`config.mk`:
```
export PLATFORM = sky130hd
export DESIGN_NAME = mem_arbiter
export DESIGN_NICKNAME = d
export VERILOG_FILES = /design/src/rtl/mem_arbiter.sv
export SDC_FILE = /design/constraint.sdc
export NUM_CORES = 1
export LEC_CHECK = 0
export ABC_AREA = 1
export CAP_MARGIN = 20
export CORE_AREA = 2 2 190 192
export DETAILED_ROUTE_END_ITERATION = 10
export DIE_AREA = 0 0 192 194
export PLACE_DENSITY = 0.63
export RECOVER_POWER = 25
export SLEW_MARGIN = 0
export SYNTH_ARGS = -nofsm -noshare
export SYNTH_HDL_FRONTEND = slang
export SYNTH_SLANG_ARGS = --single-unit
```
`constraint.sdc`:
```
create_clock -name clk -period 2 [get_ports clk]
set_input_delay 0.2 -clock clk [delete_from_list [all_inputs] [get_ports clk]]
set_output_delay 0.2 -clock clk [all_outputs]
set_load 0.02 [all_outputs]
```
`src/rtl/mem_arbiter.sv`:
```
// mem_arbiter: single-port main-memory arbiter between I-cache fill and D-cache requests.
// Define MEM_ARB_ROUND_ROBIN_EN for round-robin tie-breaking; default is fixed data priority.
module mem_arbiter #(
    parameter int ADDR_W = 12,
    parameter int DATA_W = 32,
    parameter int LINE_W = 128
) (
    input  logic              clk,
    input  logic              rst,
    input  logic              i_req,
    input  logic [ADDR_W-1:0] i_addr,
    output logic              i_ready,
    output logic [LINE_W-1:0] i_rdata,
    input  logic              d_req,
    input  logic              d_we,
    input  logic [ADDR_W-1:0] d_addr,
    input  logic [DATA_W-1:0] d_wdata,
    output logic              d_ready,
    output logic [LINE_W-1:0] d_rdata,
    output logic              m_read,
    output logic              m_write,
    output logic [ADDR_W-1:0] m_addr,
    output logic [DATA_W-1:0] m_wdata,
    input  logic [LINE_W-1:0] m_rdata,
    input  logic              m_ready,
    output logic              busy,
    output logic              owner
);
    typedef enum logic [1:0] {IDLE, BUSY_I, BUSY_D, RELEASE} state_t;

    state_t            state_q;
    logic              owner_q, m_read_q, m_write_q, i_ready_q, d_ready_q;
    logic [ADDR_W-1:0] m_addr_q;
    logic [DATA_W-1:0] m_wdata_q;
    logic [LINE_W-1:0] i_rdata_q, d_rdata_q;
    logic              grant_d_d;

`ifdef MEM_ARB_ROUND_ROBIN_EN
    logic last_q;
    // On a tie, data wins only if instruction was granted last.
    always_comb grant_d_d = d_req && (!i_req || !last_q);
`else
    always_comb grant_d_d = d_req;
`endif

    always_ff @(posedge clk) begin
        if (rst) begin
            state_q   <= IDLE;
            owner_q   <= 1'b0;
            m_read_q  <= 1'b0;
            m_write_q <= 1'b0;
            i_ready_q <= 1'b0;
            d_ready_q <= 1'b0;
            m_addr_q  <= '0;
            m_wdata_q <= '0;
            i_rdata_q <= '0;
            d_rdata_q <= '0;
`ifdef MEM_ARB_ROUND_ROBIN_EN
            last_q    <= 1'b0;
`endif
        end else begin
            i_ready_q <= 1'b0;
            d_ready_q <= 1'b0;
            case (state_q)
                IDLE: if (i_req || d_req) begin
                    owner_q   <= grant_d_d;
                    m_addr_q  <= grant_d_d ? d_addr : i_addr;
                    m_wdata_q <= grant_d_d ? d_wdata : m_wdata_q;
                    m_read_q  <= !(grant_d_d && d_we);
                    m_write_q <= grant_d_d && d_we;
                    state_q   <= grant_d_d ? BUSY_D : BUSY_I;
`ifdef MEM_ARB_ROUND_ROBIN_EN
                    last_q    <= grant_d_d;
`endif
                end
                BUSY_I, BUSY_D: if (m_ready) begin
                    if (state_q == BUSY_D) begin
                        d_rdata_q <= m_rdata;
                        d_ready_q <= 1'b1;
                    end else begin
                        i_rdata_q <= m_rdata;
                        i_ready_q <= 1'b1;
                    end
                    m_read_q  <= 1'b0;
                    m_write_q <= 1'b0;
                    state_q   <= RELEASE;
                end
                default: state_q <= IDLE;
            endcase
        end
    end

    assign i_ready = i_ready_q;
    assign d_ready = d_ready_q;
    assign i_rdata = i_rdata_q;
    assign d_rdata = d_rdata_q;
    assign m_read  = m_read_q;
    assign m_write = m_write_q;
    assign m_addr  = m_addr_q;
    assign m_wdata = m_wdata_q;
    assign owner   = owner_q;
    assign busy    = state_q != IDLE;
endmodule

```
==> flow_metrics.py <==
metrics = {
    "critical_path": {
        "crit_path_start": "state_q[1]",
        "path_class": "reg2reg",
        "worst_path_largest_cell_delay_ps": 390,
        "end_kind": "register",
        "cp_cell_sequence": "inv_1 > ha_1 > nand2_2 > nor2_4 > inv_4 > buf_12 > nor2_1 > nor2_1",
        "r2r-end": "i_rdata[73]",
        "critPathSlowestCell": "dfxtp_1",
        "cp_max_fo": 70,
        "critPathRequiredTime_ps": 2400,
        "r2r_start": "state_q[1]",
        "start_kind": "register",
        "cp.arrival_ps": 2230,
        "reg2reg_slack_ps": 170,
        "ff2ff_path_depth": 8,
        "crit_family": "simple AND/OR/NAND/NOR gates",
        "cpMostUsedCell": "nor2_1",
        "crit_buf_inv": 3,
    },
    "logic_synthesis": {
        "synth.area.top_cells": "dfxtp_1 (56%), nor2_1 (21%), o21ai_0 (13%), nand2_1 (1.8%), buf_6 (1.7%)",
        "ys_seq_area_share_pct": 56.45,
        "synth.avg_cell_area_sq_um": 7.788,
        "ys_warn_count": 0,
        "synth_cell_types": 20,
        "synth_top_area_cell": "dfxtp_1",
        "synthCells": 1398,
        "synth_top_area_share_pct": 56.45,
        "syn-cell-area_sq_um": 10890,
        "ys_ff_latch": 307,
        "syn-num-nets": 1593,
    },
    "pwr": {
        "p_total_uw": 26050,
        "leakage_uw": 0.006817,
        "switching_share_pct": 36.74,
        "seq_power_share_pct": 35.1,
        "clkPwrFrac_pct": 23.1,
        "p_comb_share_pct": 41.8,
        "powerDensity_nw_per_um2": 1510,
        "intPower_uw": 16480,
        "power_switching_uw": 9571,
        "peakVddDrop_uv": 953.6,
    },
    "floorplanning": {
        "num_io_pins": 496,
        "dieHeight_microns": 194,
        "start_util_pct": 30.91,
        "core_area_sq_um": 35220,
        "die_x_microns": 192,
        "dieArea_sq_um": 37250,
        "rows": 69,
    },
    "hold_path": {
        "min_from": "m_rdata[80]",
        "holdPathEnd": "i_rdata[80]",
        "hold_path_class": "in2reg",
        "holdPathStages": 3,
    },
    "timing": {
        "tightest_slew_ps": 658.3,
        "rsz0062_at_grt": "no",
        "layout_min_cycle_time_ps": 1832,
        "tns_ps": 0,
        "max_freq_ghz": 0.5458,
        "finalMaxSlewViolations": 0,
        "setup_violations": 0,
        "slew_headroom_pct": 56.11,
        "hold_violations": 0,
        "skew_ps": 17.22,
        "finalCritPeriodShare_pct": 91.60,
    },
    "clocking": {
        "postCtsHoldBufs": 0,
        "insertion_delay_ps": 510,
        "cts_max_level": 2,
        "cts_max_path_buffers": 3,
        "clock-sinks": 307,
        "tritoncts": "yes",
        "cts_buffers": 34,
        "clkTransAtPathRegs_ps": 60,
        "root_buffer": "clkbuf_16",
    },
    "routing": {
        "viasPerCell": 4.565,
        "dr.pass1.iters": 4,
        "post-route-drc-count": 0,
        "ant_nets": 0,
        "wl_mm": 38.17,
        "drt-initial-drc-count": 539,
        "via_count": 10683,
        "wl_per_cell_microns": 16.31,
    },
    "global_routing": {
        "grt_overflow": 0,
        "grt_pass1_vias": 10389,
        "grt_usage_pct": 19.78,
        "grt_max_degree": 71,
        "grt_pass1_wl_mm": 58.46,
        "grt_antenna_before_repair": 0,
    },
    "final_layout": {
        "area_delta_synth_final_pct": 58.40,
        "fin_nets": 2055,
        "drive_above_1_share_pct": 4.364,
        "stdcell_count": 2340,
        "finalInstanceArea_sq_um": 17250,
        "final_common_cell": "nor2_1",
        "final.fill_count": 3466,
        "mostFrequentLayoutCells": "nor2_1 (608), clkdlybuf4s50_1 (494), dfxtp_1 (307)",
        "n_antenna_cell": 0,
    },
    "placed_design": {
        "place_area_sq_um": 16230,
        "place_congestion": 0.8598,
        "dp_cells": 2285,
        "dpl.hpwl_mm": 27.09,
        "io_buffer_count": 495,
    },
    "status": {
        "outcome": "finished, final reports clean",
    },
    "job": {
        "maxCapViolCount": 0,
    },
}
[area by class of cell]
| cell class | instances | area [sq um] | area share (%) |
|---|---|---|---|
| timing repair buffer | 526 | 5290 | 30.67 |
| inverter | 14 | 62.56 | 0.3627 |
| tap | 461 | 576.8 | 3.344 |
| clock inverter | 4 | 51.30 | 0.2974 |
| clock buffer | 51 | 1006 | 5.833 |
| multi-input combinational | 977 | 4114 | 23.85 |
| sequential | 307 | 6146 | 35.64 |
[worst min-delay path, cell delays in order]
cell,delay (ps)
clkdlybuf4s50_1,410
nor2_1,110
nor2_1,50
[cell usage after synthesis]
cell type / n
buf_6: 16
inv_1: 12
clkbuf_2: 1
nor3b_1: 1
clkbuf_4: 11
nand2_1: 52
nand2_2: 1
ha_1: 5
buf_4: 3
nor2_4: 1
o21ai_0: 290
dfxtp_1: 307
a21oi_1: 7
clkbuf_1: 46
nor3_1: 1
inv_2: 2
nor2_1: 608
nand3_1: 1
buf_2: 23
o21ai_1: 10
[power by group through the flow]
stage                     clock [uW]  combinational [uW]  sequential (uW)
after floorplan                    0                3080            11600
after global placement             0               10900             9190
after detailed placement           0               11000             9230
after CTS                       6210               11000             9160
after global routing            6440               11700             9390
final                           6010               10900             9150
[through the flow]
step	util (%)	setup slack, ps	hold WS [ps]
2_1_floorplan	-	457.0	269.1
3_3_place_gp	46.07	213.5	447.8
3_5_place_dp	46.07	185.9	459.1
4_1_cts	49.07	153.6	277.4
5_1_grt	48.96	16.75	291.2
6_report	48.96	167.9	303.7
[worst max path at each step]
stage	endpoint	slack [ps]	depth (start not counted)
finish	i_rdata[73]	170	8
global placement	d_rdata[59]	210	5
detailed placement	d_rdata[59]	190	5
global route	i_rdata[118]	20	7
CTS	busy	150	4
floorplan	i_rdata[100]	460	9
[flip-flops by register name, summed over array words and instances, names as in the netlist, 2 cells and up]
name and flops:
d_rdata 128, i_rdata 128, m_wdata 32, m_addr 12, state_q 2
[what timing repair did]
item                       CTS  global route
setup buffers                0             0
setup endpoints to repair    1             0
gates resized for setup      1             0
[logic make-up after synthesis]
logic type / count (synthesis) / synth area share [%]
simple gates: 665 / 23.08
compound gates: 307 / 14.11
flops: 307 / 56.45
buf+inv: 114 / 5.792
fa+ha+maj: 5 / 0.5746
[layer usage]
layer | vias to the layer above | global-route usage [%] | share of wire (%)
met5 | - | 0 | 0
met4 | 0 | 7.096 | 3.3
met3 | 76 | 6.081 | 8.8
met2 | 391 | 33.80 | 48
met1 | 4840 | 23.23 | 40
li1 | 5376 | - | -
No activity file was read; power rests on OpenSTA's default activity.
